### config.mk
export PLATFORM = sky130hd
export DESIGN_NAME = key_conditioner_module
export DESIGN_NICKNAME = d
export VERILOG_FILES = /design/src/rtl/key_conditioner_module.sv
export SDC_FILE = /design/constraint.sdc
export NUM_CORES = 1
export LEC_CHECK = 0
export CORE_ASPECT_RATIO = 0.75
export CORE_MARGIN = 4
export CORE_UTILIZATION = 63
export CTS_CLUSTER_DIAMETER = 200
export DETAILED_ROUTE_END_ITERATION = 8
export GPL_TIMING_DRIVEN = 0
export MAX_ROUTING_LAYER = met4
export PLACE_DENSITY = 0.8
export RECOVER_POWER = 25
export SLEW_MARGIN = 25
export SYNTH_ARGS = -nofsm -noshare
export SYNTH_HDL_FRONTEND = slang
export SYNTH_SLANG_ARGS = --single-unit
### constraint.sdc
create_clock -name clk -period 3.18 [get_ports clk]
set_input_delay 0.477 -clock clk [delete_from_list [all_inputs] [get_ports clk]]
set_output_delay 0.477 -clock clk [all_outputs]
set_load 0.05 [all_outputs]
### src/rtl/key_conditioner_module.sv
// rtl/key_conditioner_module.sv - N-channel push-button synchroniser, debouncer, strobe and auto-repeat front end
module key_conditioner_module #(
    parameter int                N_KEYS          = 4,
    parameter int                ACTIVE_LOW      = 1,
    parameter int                DEBOUNCE_CYCLES = 250000,
    parameter logic [N_KEYS-1:0] REPEAT_MASK     = 4'b1011,
    parameter int                REPEAT_DELAY    = 5000000,
    parameter int                REPEAT_PERIOD   = 2500000,
    parameter int                CNT_W           = 23
) (
    input  logic              clk,
    input  logic              rst,
    input  logic [N_KEYS-1:0] key_in,
    input  logic              enable,
    output logic [N_KEYS-1:0] key_level,
    output logic [N_KEYS-1:0] key_press,
    output logic [N_KEYS-1:0] key_release,
    output logic              any_press
);

    typedef enum logic [1:0] {
        IDLE   = 2'd0,
        HELD   = 2'd1,
        DELAY  = 2'd2,
        REPEAT = 2'd3
    } key_state_t;

    localparam logic [CNT_W-1:0] DB_LAST  = CNT_W'(DEBOUNCE_CYCLES - 1);
    localparam logic [CNT_W-1:0] RD_LAST  = CNT_W'(REPEAT_DELAY - 1);
    localparam logic [CNT_W-1:0] RP_LAST  = CNT_W'(REPEAT_PERIOD - 1);
    localparam logic [CNT_W-1:0] CNT_ONE  = CNT_W'(1);
    localparam logic [CNT_W-1:0] CNT_ZERO = '0;

    // Raw inputs normalised so that 1 always means pressed.
    logic [N_KEYS-1:0] raw_pressed;
    assign raw_pressed = (ACTIVE_LOW != 0) ? ~key_in : key_in;

    logic [N_KEYS-1:0] sync1_q;
    logic [N_KEYS-1:0] sync2_q;
    logic [N_KEYS-1:0] level_q;
    logic [CNT_W-1:0]  db_cnt_q [N_KEYS];
    logic [N_KEYS-1:0] rise;
    logic [N_KEYS-1:0] fall;

    key_state_t        state_q   [N_KEYS];
    key_state_t        state_d   [N_KEYS];
    logic [CNT_W-1:0]  rpt_cnt_q [N_KEYS];
    logic [CNT_W-1:0]  rpt_cnt_d [N_KEYS];
    logic [N_KEYS-1:0] press_q;
    logic [N_KEYS-1:0] press_d;
    logic [N_KEYS-1:0] release_q;
    logic [N_KEYS-1:0] release_d;

    // Two-stage synchroniser; reset loads the released level so no phantom press follows reset.
    always_ff @(posedge clk) begin
        if (rst) begin
            sync1_q <= '0;
            sync2_q <= '0;
        end else begin
            sync1_q <= raw_pressed;
            sync2_q <= sync1_q;
        end
    end

    // Accepted level changes: the synchronised level has disagreed for DEBOUNCE_CYCLES edges.
    always_comb begin
        rise = '0;
        fall = '0;
        for (int i = 0; i < N_KEYS; i++) begin
            if ((sync2_q[i] != level_q[i]) && (db_cnt_q[i] == DB_LAST)) begin
                rise[i] = sync2_q[i];
                fall[i] = ~sync2_q[i];
            end
        end
    end

    // Debounce counters and the debounced level; any agreeing cycle restarts the count.
    always_ff @(posedge clk) begin
        if (rst) begin
            level_q <= '0;
            for (int i = 0; i < N_KEYS; i++) begin
                db_cnt_q[i] <= CNT_ZERO;
            end
        end else begin
            for (int i = 0; i < N_KEYS; i++) begin
                if (sync2_q[i] == level_q[i]) begin
                    db_cnt_q[i] <= CNT_ZERO;
                end else if (db_cnt_q[i] == DB_LAST) begin
                    db_cnt_q[i] <= CNT_ZERO;
                    level_q[i]  <= sync2_q[i];
                end else begin
                    db_cnt_q[i] <= db_cnt_q[i] + CNT_ONE;
                end
            end
        end
    end

    // Per-channel state register, repeat counters and registered strobes.
    always_ff @(posedge clk) begin
        if (rst) begin
            press_q   <= '0;
            release_q <= '0;
            for (int i = 0; i < N_KEYS; i++) begin
                state_q[i]   <= IDLE;
                rpt_cnt_q[i] <= CNT_ZERO;
            end
        end else begin
            press_q   <= press_d;
            release_q <= release_d;
            for (int i = 0; i < N_KEYS; i++) begin
                state_q[i]   <= state_d[i];
                rpt_cnt_q[i] <= rpt_cnt_d[i];
            end
        end
    end

    // Next-state and strobe decode; a release always beats a repeat due on the same edge.
    always_comb begin
        press_d   = '0;
        release_d = '0;
        for (int i = 0; i < N_KEYS; i++) begin
            state_d[i]   = state_q[i];
            rpt_cnt_d[i] = rpt_cnt_q[i];
            case (state_q[i])
                IDLE: begin
                    rpt_cnt_d[i] = CNT_ZERO;
                    if (rise[i]) begin
                        press_d[i] = 1'b1;
                        state_d[i] = REPEAT_MASK[i] ? DELAY : HELD;
                    end
                end
                HELD: begin
                    if (fall[i]) begin
                        release_d[i] = 1'b1;
                        state_d[i]   = IDLE;
                    end
                end
                DELAY: begin
                    if (fall[i]) begin
                        release_d[i] = 1'b1;
                        state_d[i]   = IDLE;
                        rpt_cnt_d[i] = CNT_ZERO;
                    end else if (rpt_cnt_q[i] == RD_LAST) begin
                        press_d[i]   = 1'b1;
                        state_d[i]   = REPEAT;
                        rpt_cnt_d[i] = CNT_ZERO;
                    end else begin
                        rpt_cnt_d[i] = rpt_cnt_q[i] + CNT_ONE;
                    end
                end
                REPEAT: begin
                    if (fall[i]) begin
                        release_d[i] = 1'b1;
                        state_d[i]   = IDLE;
                        rpt_cnt_d[i] = CNT_ZERO;
                    end else if (rpt_cnt_q[i] == RP_LAST) begin
                        press_d[i]   = 1'b1;
                        rpt_cnt_d[i] = CNT_ZERO;
                    end else begin
                        rpt_cnt_d[i] = rpt_cnt_q[i] + CNT_ONE;
                    end
                end
                default: begin
                    state_d[i]   = IDLE;
                    rpt_cnt_d[i] = CNT_ZERO;
                end
            endcase
        end
    end

    // enable only masks what leaves the block; timing inside keeps running.
    assign key_level   = level_q;
    assign key_press   = press_q & {N_KEYS{enable}};
    assign key_release = release_q & {N_KEYS{enable}};
    assign any_press   = |key_press;

endmodule
== Word level (Yosys, flattened, before mapping) ==
Memories as Yosys holds them, arrays and structs flattened.
Index checks and enable logic that the tools add are counted.

* Word-level logic and storage cells: 257
* Output and inout port bits: 13
* Flip-flop bits (word level): 20
* Memories kept: 3
* Input port bits: 7
* Bits in writable memories: 192

{| class="wikitable"
|+ Memory list
! name !! words !! width !! read ports !! clocked after memory_dff !! wr ports !! line !! source
|-
| db_cnt_q || 4 || 23 || 4 || 0 || 4 || 41 || <nowiki>logic [CNT_W-1:0] db_cnt_q [N_KEYS];</nowiki>
|-
| rpt_cnt_q || 4 || 23 || 4 || 0 || 4 || 47 || <nowiki>logic [CNT_W-1:0] rpt_cnt_q [N_KEYS];</nowiki>
|-
| state_q || 4 || 2 || 4 || 0 || 4 || 45 || <nowiki>key_state_t state_q [N_KEYS];</nowiki>
|}

* Add/subtract/negate cells: 8
* Bitwise logic cells: 35
* Multiplexer cells: 143
* Equal/unequal tests: 32
* Reduce and logical (&&, ||, !) cells: 25

{| class="wikitable"
|+ Operators with widths
! operator !! number
|-
| two-way mux 23 bit || 32
|-
| case mux 23 bit (3 select lines) || 4
|-
| adder 23 x 1 -> 23 bit (second input constant) || 8
|-
| == test 23 x 18 -> 1 bit (second input constant) || 4
|-
| == test 23 x 22 -> 1 bit (second input constant) || 4
|-
| == test 23 bit (second input constant) || 4
|-
| two-way mux 1 bit || 79
|-
| two-way mux 2 bit || 20
|-
| case mux 2 bit (3 select lines) || 4
|-
| OR 1 bit || 20
|-
| == test 2 bit (second input constant) || 8
|-
| OR reduction 2 bit || 8
|-
| inverter 1 bit || 12
|-
| case mux 1 bit (3 select lines) || 4
|-
| OR reduction 3 bit || 4
|-
| AND 4 bit || 2
|-
| == test 2 x 1 -> 1 bit (second input constant) || 4
|-
| logical NOT 2 bit || 4
|-
| AND reduction 2 bit || 4
|-
| == test 1 bit || 4
|-
| logical AND 1 bit || 4
|-
| != test 1 bit || 4
|-
| inverter 4 bit || 1
|-
| OR reduction 4 bit || 1
|}

== Logic depth before layout (Yosys ltp) ==
* Depth in word-level cells: 7
* Gate-level depth with buffers: 10
* Gate-level depth less buffers: 7

== Least setup slack after synthesis ==
OpenSTA, ideal clock, no wires.

* Path type: reg-to-reg
* Start: mem db_cnt_q[0][18]
* End: mem rpt_cnt_q[0][21]
* Data arrival time: 2.177 ns
* Path buffers: 2
* Library setup time: 0.132 ns
* Cell stages (with the launch flop): 9
* Setup slack: 0.871 ns
* Period minus slack after synthesis: 2.309 ns
* Required time: 3.048 ns
* Cell sequence: edfxtp_1 -> or4b_1 -> or4_1 -> nor2_2 -> or3_1 -> buf_2 -> buf_4 -> or3_1 -> a31oi_1

{| class="wikitable"
|+ RTL lines
! what !! line
|-
| start: declaration || 41
|-
| end: declaration || 47
|}

== Worst setup path in the final report ==
* Start: in enable
* End: out any_press

* Cells in the longest elaborated chain, start to end: 2

{| class="wikitable"
|+ Ends and longest elaborated chain
! what !! line !! source
|-
| start: declaration || 14 || <nowiki>input logic enable,</nowiki>
|-
| AND 4 bit || 173 || <nowiki>assign key_press = press_q & {N_KEYS{enable}};</nowiki>
|-
| OR reduction 4 bit || 175 || <nowiki>assign any_press = |key_press;</nowiki>
|-
| end: declaration || 18 || <nowiki>output logic any_press</nowiki>
|}

No other way between the ends.

==> impl_metrics.yaml <==
run_status:
  outcome: "complete, no violations"
cts:
  cts_buffers: 22
  htree_levels: 1
  clk_latency_ns: 0.51
  root_buffer: "clkbuf_16"
  cts_resized: 0
  cts_hold_buf: 0
  cts_tree: "yes"
  clkTransAtPathRegs_ns: 0.06
  cts_sinks: 212
  clk_path_buf_depth: 3
  postCtsSetupBuffers: 0
grt:
  grt_pass1_vias: 9199
  grt_pass1_wl_mm: 44.14
  antenna_found_initial: 0
  overflow: 0
  grtUsageTotal_pct: 26.14
  grt_max_degree: 15
flow_run:
  drv_cap: 0
critical_path:
  r2r-start: "db_cnt_q[1][5]$_SDFFCE_PN0P_"
  worstSetupPathType: "input pin to primary output"
  cp_slowest_stage_delay_ns: 0.72
  critical_path_required_ns: 2.70
  critPathBufInv: 2
  crit_family: "buffers and inverters"
  critPathLaunchType: "input pin"
  cp.arrival_ns: 2.50
  critical_path.cell_chain: "clkdlybuf4s50_1 -> and2_1 -> or4_1 -> clkdlybuf4s50_1"
  crit_fanout: 8
  r2r_slack_ns: 0.20
  r2r_end: "rpt_cnt_q[1][9]$_SDFFE_PP0P_"
  critPathSlowestCell: "clkdlybuf4s50_1"
  end_kind: "primary output"
  rr_worst_depth: 7
  crit_top_cell: "clkdlybuf4s50_1"
  cp.depth: 4
floorplan:
  initial_core_util_pct: 64.40
  die-area_um2: 20340
  core_um2: 17710
  die_h_um: 124.5
  pin_count: 20
  rows: 42
  die_x_um: 163.4
routing:
  drt_iter0_drc: 1088
  vias: 10030
  drc: 0
  wl_per_cell_um: 15.51
  vias_per_cell: 5.966
  routed_wl_mm: 26.09
  first_pass_iters: 5
  antenna_left: 0
sta:
  timing_hold_violations_final: 0
  max_slew_margin_pct: 34.07
  finClkSkew_ns: 0.01271
  layout_worst_path_cycle_share_pct: 93.61
  tns_ns: 0
  setup_viol: 0
  maxSlewViolCount: 0
  hold_slack_ns: 0.4542
  rsz0062_at_grt: "no"
  tightest_slew_ns: 0.9799
  fmax_ghz: 0.3359
  fin_crit_ns: 2.977
min_path:
  worstHoldStart: "sync1_q[1]$_SDFF_PP0_"
  min_to: "sync2_q[1]$_SDFF_PP0_"
  hold_path_class: "flip-flop to flip-flop"
  min_path_cells: 1
power:
  p_leak_uw: 0.004280
  power_per_cell_area_nw_per_um2: 438.9
  ir_worst_vdd_v: 0.0004036
place:
  portBuffers: 18
  hpwl_mm: 18.61
  gp_congestion: 0.9304
  placed_area_um2: 12230
synthesis:
  ys_top_cells_by_area: "edfxtp_1 24%, dfxtp_1 21%, nand3_1 5.1%"
  yosys_warnings: 0
  syn_area_um2: 11400
  synth_top_area_share_pct: 24.22
  synth_edf_count: 92
  synth.distinct_cells: 65
  synth-seq-area-share_pct: 45.29
  syn_inst: 1291
  synth_top_area_cell: "edfxtp_1"
  async_reset_ff_share_pct: 0
  synth-seq-cells: 212
  yosys_most_used_dff: "dfxtp_1"
  syn_avg_cell_area_um2: 8.834
finish:
  final_common_cell: "nor2_1"
  diodes: 0
  layout_common_cells: "152 x nor2_1, 120 x nand2_1, 120 x dfxtp_1"
  nets: 1439
  num-fill-cells: 1376
  final_area_um2: 12940
  drive_gt1_share_pct: 4.097
  area_growth_pct: 13.43
-- registers in the layout (all words and copies together), names as in the netlist --
register	flops
press_q	4
key_level	4
release_q	4
rpt_cnt_q	92
state_q	8
sync2_q	4
sync1_q	4
db_cnt_q	92
-- cells by family (layout without fill, tap and decap cells) --
logic type	after synthesis	in the layout	synth area share, %
multiplexers	9	9	0.8009
flip-flops	212	212	45.29
AND/OR/NAND/NOR	695	695	32.46
buffers and inverters	88	146	3.269
XOR/XNOR	82	82	6.297
AO/OA/AOI/OAI	196	196	10.97
other	1	92	0.03288
adder cells (fa/ha/maj)	8	8	0.8777
-- routing by layer --
layer | share of wire (%) | global-route usage (%) | wire (um) | vias to the layer above
li1 | - | - | - | 4948
met1 | 50 | 39.59 | 12950 | 4742
met2 | 42 | 37.61 | 11060 | 299
met3 | 6.2 | 3.506 | 1621 | 45
met4 | 1.8 | 5.720 | 459 | 0
met5 | 0 | - | 0 | -
-- worst max path at each step --
stage / slack, ns / endpoint / from
after floorplan: 0.87 / rpt_cnt_q[0][21]$_SDFFE_PP0P_ / db_cnt_q[0][18]$_SDFFCE_PN0P_
after CTS: 0.15 / any_press / enable
final: 0.20 / any_press / enable
after global placement: 0.19 / any_press / enable
after detailed placement: 0.16 / any_press / enable
after global routing: 0.03 / rpt_cnt_q[1][2]$_SDFFE_PP0P_ / db_cnt_q[1][4]$_SDFFCE_PN0P_
-- layout make-up --
type,instances,area (um2),area share [%]
clock inverter,10,73.82,0.5707
inverter,28,105.1,0.8125
sequential,212,5165,39.93
multi-input combinational,1082,6201,47.93
clock buffer,30,654.4,5.059
tap,242,302.8,2.341
buffer,60,254.0,1.963
timing repair buffer,18,180.2,1.393
-- through the flow --
step / instances / setup slack (ns) / util (%) / power, uW
floorplan: 1382 / 0.8708 / - / 3097
global route: 1682 / 0.02893 / 73.05 / 5851
global placement: 1642 / 0.1879 / 69.05 / 3143
finish: 1682 / 0.2032 / 73.05 / 5678
CTS: 1682 / 0.1521 / 73.17 / 5710
detailed placement: 1642 / 0.1561 / 69.05 / 3148
-- power breakdown --
| group | total, uW | internal (uW) | switching (uW) |
|---|---|---|---|
| Sequential | 2950 | 2890 | 59.0 |
| Clock | 2580 | 1520 | 1060 |
| Combinational | 143 | 52.1 | 90.9 |
| Total | 5680 | 4470 | 1210 |
-- synthesized netlist by cell type (all sizes together), types with 12 or more instances --
master and n:
clkbuf 48, xnor2 47, buf 12, and3 29, a21oi 52, nor4bb 12, xor2 35, and2 16
edfxtp 92, o21ai 40, nor2 152, dfxtp 120, inv 28, nor3 32, nand3 117, nand2 120
and4 21, nor2b 17, or3 53, a31oi 48, nor4 16, nand4 46
Note: power is estimated with default switching activity, not from simulation.
